<file path="src/rtl/i2cm_seq.sv">
// i2cm_seq: expands one register-style read/write request into the i2cm engine
// command stream (START, address, register, repeated START, data, STOP).
module i2cm_seq #(
    parameter int unsigned LW = 4
) (
    input  logic          clk,
    input  logic          rst_n,
    input  logic          req_valid,
    output logic          req_ready,
    input  logic [6:0]    req_dev,
    input  logic [7:0]    req_reg,
    input  logic          req_rnw,
    input  logic [LW-1:0] req_len,
    input  logic [7:0]    wr_data,
    input  logic          wr_valid,
    output logic          wr_ready,
    output logic [7:0]    rd_data,
    output logic          rd_valid,
    output logic          done,
    output logic          nack,
    output logic          abort,
    output logic          busy,
    output logic [4:0]    cmds,
    input  logic [4:0]    cdone,
    output logic [7:0]    tbyte,
    input  logic [7:0]    rbyte,
    input  logic          rxack,
    output logic          txack,
    input  logic          error
);

    localparam logic [4:0] CMD_START = 5'b00001;
    localparam logic [4:0] CMD_WRITE = 5'b00010;
    localparam logic [4:0] CMD_READ  = 5'b00100;
    localparam logic [4:0] CMD_STOP  = 5'b01000;

    typedef enum logic [3:0] {
        StIdle, StStart, StDevw, StReg, StWdata, StRstart, StDevr, StRdata, StStop, StFin
    } state_e;

    state_e        state_q, state_d;
    logic [4:0]    cmds_q, cmds_d;
    logic [7:0]    tbyte_q, tbyte_d;
    logic          txack_q, txack_d;
    logic [7:0]    rd_data_q, rd_data_d;
    logic          rd_valid_q, rd_valid_d;
    logic          done_q, done_d;
    logic          nack_q, nack_d;
    logic          abort_q, abort_d;
    logic          busy_q, busy_d;
    logic          req_ready_q, req_ready_d;
    logic          wr_ready_q, wr_ready_d;
    logic [LW-1:0] cnt_q, cnt_d;
    logic [6:0]    dev_q;
    logic [7:0]    regad_q;
    logic          rnw_q;
    logic [LW-1:0] len_q;

    logic          accept;
    logic          cmd_done;
    logic          last;
    logic          wr_hs;
    logic          abort_now;
    logic [LW-1:0] cnt_inc;

    assign accept    = req_valid & req_ready_q;
    // The state implies which command is outstanding, so one completion flag suffices.
    assign cmd_done  = |(cdone & cmds_q);
    assign last      = (cnt_q == len_q);
    assign wr_hs     = wr_valid & wr_ready_q;
    assign cnt_inc   = cnt_q + LW'(1);
    assign abort_now = error & (state_q != StIdle) & (state_q != StFin);

    always_ff @(posedge clk or negedge rst_n) begin
        if (!rst_n) begin
            state_q <= StIdle;
        end else begin
            state_q <= state_d;
        end
    end

    always_comb begin
        state_d = state_q;
        if (abort_now) begin
            state_d = StFin;
        end else begin
            unique case (state_q)
                StIdle:   if (accept) state_d = StStart;
                StStart:  if (cmd_done) state_d = StDevw;
                StDevw:   if (cmd_done) state_d = rxack ? StStop : StReg;
                StReg:    if (cmd_done) state_d = rxack ? StStop : (rnw_q ? StRstart : StWdata);
                StWdata:  if (cmd_done && (rxack || last)) state_d = StStop;
                StRstart: if (cmd_done) state_d = StDevr;
                StDevr:   if (cmd_done) state_d = rxack ? StStop : StRdata;
                StRdata:  if (cmd_done && last) state_d = StStop;
                StStop:   if (cmd_done) state_d = StFin;
                StFin:    state_d = StIdle;
                default:  state_d = StIdle;
            endcase
        end
    end

    always_comb begin
        cmds_d      = cmds_q;
        tbyte_d     = tbyte_q;
        txack_d     = txack_q;
        rd_data_d   = rd_data_q;
        rd_valid_d  = 1'b0;
        done_d      = 1'b0;
        nack_d      = nack_q;
        abort_d     = abort_q;
        busy_d      = busy_q;
        req_ready_d = req_ready_q;
        wr_ready_d  = wr_ready_q;
        cnt_d       = cnt_q;
        if (abort_now) begin
            // Bus state is unknown after an engine error, so no STOP is attempted.
            cmds_d     = '0;
            abort_d    = 1'b1;
            wr_ready_d = 1'b0;
            done_d     = 1'b1;
        end else begin
            unique case (state_q)
                StIdle: begin
                    if (accept) begin
                        cmds_d      = CMD_START;
                        nack_d      = 1'b0;
                        abort_d     = 1'b0;
                        busy_d      = 1'b1;
                        req_ready_d = 1'b0;
                        cnt_d       = '0;
                    end
                end
                StStart, StRstart: begin
                    if (cmd_done) begin
                        tbyte_d = {dev_q, (state_q == StRstart)};
                        cmds_d  = CMD_WRITE;
                    end
                end
                StDevw, StReg, StDevr: begin
                    if (cmd_done) begin
                        if (rxack) begin
                            nack_d = 1'b1;
                            cmds_d = CMD_STOP;
                        end else if (state_q == StDevw) begin
                            tbyte_d = regad_q;
                            cmds_d  = CMD_WRITE;
                        end else if (state_q == StDevr) begin
                            cmds_d  = CMD_READ;
                            txack_d = (len_q == '0);
                        end else if (rnw_q) begin
                            cmds_d = CMD_START;
                        end else begin
                            cmds_d     = '0;
                            wr_ready_d = 1'b1;
                        end
                    end
                end
                StWdata: begin
                    if (wr_hs) begin
                        tbyte_d    = wr_data;
                        cmds_d     = CMD_WRITE;
                        wr_ready_d = 1'b0;
                    end else if (cmd_done) begin
                        if (rxack) begin
                            nack_d = 1'b1;
                            cmds_d = CMD_STOP;
                        end else if (last) begin
                            cmds_d = CMD_STOP;
                        end else begin
                            cnt_d      = cnt_inc;
                            cmds_d     = '0;
                            wr_ready_d = 1'b1;
                        end
                    end
                end
                StRdata: begin
                    if (cmd_done) begin
                        rd_data_d  = rbyte;
                        rd_valid_d = 1'b1;
                        if (last) begin
                            cmds_d = CMD_STOP;
                        end else begin
                            cnt_d   = cnt_inc;
                            txack_d = (cnt_inc == len_q);
                        end
                    end
                end
                StStop: begin
                    if (cmd_done) begin
                        cmds_d = '0;
                        done_d = 1'b1;
                    end
                end
                StFin: begin
                    busy_d      = 1'b0;
                    req_ready_d = 1'b1;
                end
                default: ;
            endcase
        end
    end

    always_ff @(posedge clk or negedge rst_n) begin
        if (!rst_n) begin
            cmds_q      <= '0;
            tbyte_q     <= '0;
            txack_q     <= 1'b0;
            rd_data_q   <= '0;
            rd_valid_q  <= 1'b0;
            done_q      <= 1'b0;
            nack_q      <= 1'b0;
            abort_q     <= 1'b0;
            busy_q      <= 1'b0;
            req_ready_q <= 1'b1;
            wr_ready_q  <= 1'b0;
            cnt_q       <= '0;
            dev_q       <= '0;
            regad_q     <= '0;
            rnw_q       <= 1'b0;
            len_q       <= '0;
        end else begin
            cmds_q      <= cmds_d;
            tbyte_q     <= tbyte_d;
            txack_q     <= txack_d;
            rd_data_q   <= rd_data_d;
            rd_valid_q  <= rd_valid_d;
            done_q      <= done_d;
            nack_q      <= nack_d;
            abort_q     <= abort_d;
            busy_q      <= busy_d;
            req_ready_q <= req_ready_d;
            wr_ready_q  <= wr_ready_d;
            cnt_q       <= cnt_d;
            if (accept) begin
                dev_q   <= req_dev;
                regad_q <= req_reg;
                rnw_q   <= req_rnw;
                len_q   <= req_len;
            end
        end
    end

    assign cmds      = cmds_q;
    assign tbyte     = tbyte_q;
    assign txack     = txack_q;
    assign rd_data   = rd_data_q;
    assign rd_valid  = rd_valid_q;
    assign done      = done_q;
    assign nack      = nack_q;
    assign abort     = abort_q;
    assign busy      = busy_q;
    assign req_ready = req_ready_q;
    assign wr_ready  = wr_ready_q;

endmodule

</file>
<file path="config.mk">
export PLATFORM = sky130hd
export DESIGN_NAME = i2cm_seq
export DESIGN_NICKNAME = d
export VERILOG_FILES = /design/src/rtl/i2cm_seq.sv
export SDC_FILE = /design/constraint.sdc
export NUM_CORES = 1
export LEC_CHECK = 0
export CAP_MARGIN = 20
export CORE_MARGIN = 2
export CORE_UTILIZATION = 30
export CTS_CLUSTER_DIAMETER = 100
export DETAILED_ROUTE_END_ITERATION = 8
export SLEW_MARGIN = 20
export SYNTH_ARGS = -nofsm -noshare
export SYNTH_HDL_FRONTEND = slang
export SYNTH_SLANG_ARGS = --single-unit
</file>
<file path="constraint.sdc">
create_clock -name clk -period 3.4 [get_ports clk]
set_input_delay 1.02 -clock clk [delete_from_list [all_inputs] [get_ports clk]]
set_output_delay 1.02 -clock clk [all_outputs]
set_load 0.01 [all_outputs]
</file>
==> results by group <==
STA
  – Final setup viols: 0
  – Final min period: 2.92 ns
  – Setup TNS: 0 ns
  – Fin. max-slew vios: 0
  – Max Clk Rate: approximately 340 MHz
  – Fin crit share: 0.859
  – Final Skew: approximately 0.0086 ns
  – Worst slew pin tran: 0.780 ns
  – Final hold slack: 0.502 ns
  – Final Hold Viols: 0
  – Max-slew headroom: 0.478
  – RSZ-0062 raised after global routing: no
  – Final setup margin: approximately 0.48 ns

Clock tree
  – Clock-pin slew on the worst setup and hold paths: 0.10 ns
  – TritonCTS Buffers: 5
  – CTS resizes: 0
  – Hold_buf cts: 0
  – Post CTS Setup Buffer Count: 0
  – CTS tree: yes
  – CTS Root Cell: clkbuf_8
  – CTS sink cnt: between 50 and 60
  – Clk_lat worst skew: between 0.3 and 0.4 ns
  – Longest Clk Path Bufs: 2
  – H-tree depth: 2

Layout
  – N_diodes: 0
  – Synth-to-layout area growth: 31.4%
  – Layout cell share with drive strength beyond 1: 0.213
  – Finished Cell Area: 4090 um^2
  – Fillers: 1029
  – Final nets: 403
  – Post-route non-filler standard cell count: 492

Power
  – Leakage: 1.78 nW
  – Reg power frac: 0.554
  – Comb power frac: 0.068
  – Switch Pwr: 0.000261 W
  – Worst vdd ir: 0.152 mV
  – Pwr dens: between 200 and 300 nW/um^2
  – Clock power share: 0.378
  – Cell Int Power: 0.000940 W
  – Sw frac: 0.217

Logic synthesis
  – Syn Std Cell Area: a little over 3000 um^2
  – Syn nets: 330
  – Synth top area share: 0.442
  – Synth cell types: 66
  – Yosys top cell by area: dfrtp_1
  – Synth top area cells: dfrtp_1, mux2_2, mux2_4
  – Async S/R FF share, synth: 1.00
  – Commonest cells post-synth: dfrtp_1, nand2_1, mux2_2
  – Most frequent cell after synthesis: dfrtp_1
  – Syn Area/Cell: approximately 11 um^2
  – Ys flop type: dfrtp_1
  – Ys Warns: 0
  – Yosys reg bits: 56
  – Sequential share of the synthesized area: 0.451
  – Cells after synthesis: 282
  – Post-synth EDFFs: 0

Place
  – Placed cell count: 484
  – Post-DP HPWL: 5.32 mm
  – Place WS: 0.115 ns
  – Port bufs: 73
  – Dpl cell area: 3970 um^2
  – Final GP Congestion: 0.857

Global routing
  – Total gr overflow: 0
  – Largest net degree at the start of global routing: 33
  – Initial antenna violation count: 0
  – Tot GR Track Use: 0.134
  – Vias in the first global route: 2452
  – First-pass GRT wire length: 12.1 mm

Drt
  – Drt pass-1 iters: 4
  – Avg WL per Cell: 14.5 um
  – DRT Wirelength: about 7 mm
  – DRT iter0 DRCs: between 150 and 200
  – Antenna-violating nets left: 0
  – Vias: 2380
  – Vias per inst: 4.84
  – DRC Markers: 0

Floorplan
  – Die area: between 10000 and 15000 um^2
  – Initial Util: 0.306
  – Die Wd: 106 um
  – Die height: 106 um
  – Core area: 10200 um^2
  – FP Rows: 37
  – I/O Pins: 76

Setup path
  – Crit-path slowest cell: a41o_1
  – CP required: 3.60 ns
  – R2r setup slk: 0.78 ns
  – Worst Reg-to-Reg Cells: 5
  – Crit path arrival time: 3.13 ns
  – Crit end category: flop
  – Max FO, Critical Path: 9
  – Crit Path Class: in -> reg
  – Crit path cell chain: clkdlybuf4s50_1, a22o_1, a221oi_4, a21oi_2, or3_1, a41o_1, mux2_4
  – RR Startpoint: state_q[0]
  – CP delay by family, top: compound AO/OA/AOI/OAI gates
  – FF-to-FF End: tbyte[4]
  – CP bufs+invs: 1
  – CP Launch Type: input port
  – Max incr delay on CP: 0.41 ns

Hold path
  – Hold Path End: abort
  – Hold Crit Depth: 2
  – Hold Startpoint: abort
  – Worst Hold Class: reg -> reg

Flow run
  – Max-Cap Viols: 0

Run status
  – Run status: finished clean
-- layer usage --
layer  wire length, um  track usage  part of all wire
met1              3270        0.175              0.46
met2              3430        0.224              0.48
met3               320       0.0284             0.045
met4               124       0.0404             0.017
met5                 0            0                 0
-- power by group through the flow --
stage                     clock network (W)  registers [W]  logic [W]
final                              0.000454       0.000666  0.0000817
after global routing               0.000510       0.000666  0.0000902
after CTS                          0.000471       0.000666  0.0000836
after detailed placement                  0       0.000679  0.0000835
after global placement                    0       0.000679  0.0000831
after floorplan                           0       0.000679  0.0000116
-- area by class of cell --
type / count / area [um^2] / area share
Timing Repair Buffer: 84 / 808 / 0.198
Inverter: 3 / 11.3 / 0.00275
Multi-Input combinational cell: 205 / 1580 / 0.387
Sequential cell: 56 / 1400 / 0.343
Clock inverter: 3 / 46.3 / 0.0113
Clock buffer: 5 / 68.8 / 0.0168
Tap cell: 136 / 170 / 0.0416
-- flip-flops by register name (all words and copies together) (netlist names), 4 cells and up --
name     cells
state_q      4
rd_data      8
dev_q        7
len_q        4
tbyte        8
cnt_q        4
cmds         4
regad_q      8
-- metrics by stage --
stage | power (W) | util
6_report | 0.00120 | 0.401
5_1_grt | 0.00127 | 0.401
4_1_cts | 0.00122 | 0.401
3_5_place_dp | 0.000762 | 0.390
3_3_place_gp | 0.000762 | 0.390
2_1_floorplan | 0.000690 | -
-- worst max-delay path by stage --
stage	start	endpoint	slack (ns)	cells after the start
3_3_place_gp	cdone[1]	tbyte[0]	0.14	7
2_1_floorplan	cdone[1]	tbyte[0]	0.68	7
5_1_grt	cdone[1]	tbyte[1]	0.42	7
6_report	cdone[1]	tbyte[4]	0.48	7
3_5_place_dp	cdone[1]	tbyte[4]	0.11	7
4_1_cts	cdone[1]	tbyte[4]	0.47	7
-- worst register-to-register path: cells and delay by family, from the launching register on --
kind | cells | cell delay, ns
buf+inv | 1 | 0.29
compound gates | 1 | 0.47
simple gates | 2 | 0.78
flops | 1 | 0.60
mux | 1 | 0.38
-- cell families after synthesis --
logic type      Yosys count  synth area share
compound gates           60             0.149
xor+xnor                 10            0.0281
fa+ha+maj                 1           0.00402
buf+inv                  21            0.0414
flops                    56             0.451
mux                      42             0.161
other cells               1           0.00121
simple gates             91             0.164
-- layout by cell type (no fill, tap or decap), types with 3 or more instances in the layout --
master           instances
a21oi_1                 13
buf_4                   11
mux2_2                  30
dfrtp_1                 55
or3_1                    4
nor3_1                   4
inv_1                    3
xnor2_1                  6
nand2b_1                 7
o21ai_0                 11
nand2_1                 32
mux2_1                   3
clkbuf_8                 5
a22oi_1                  7
clkdlybuf4s50_1         72
a21o_1                   3
nor2_1                  17
mux2_4                   8
xor2_1                   4
nand3_1                  3
Power figures use the tool's default switching activity.
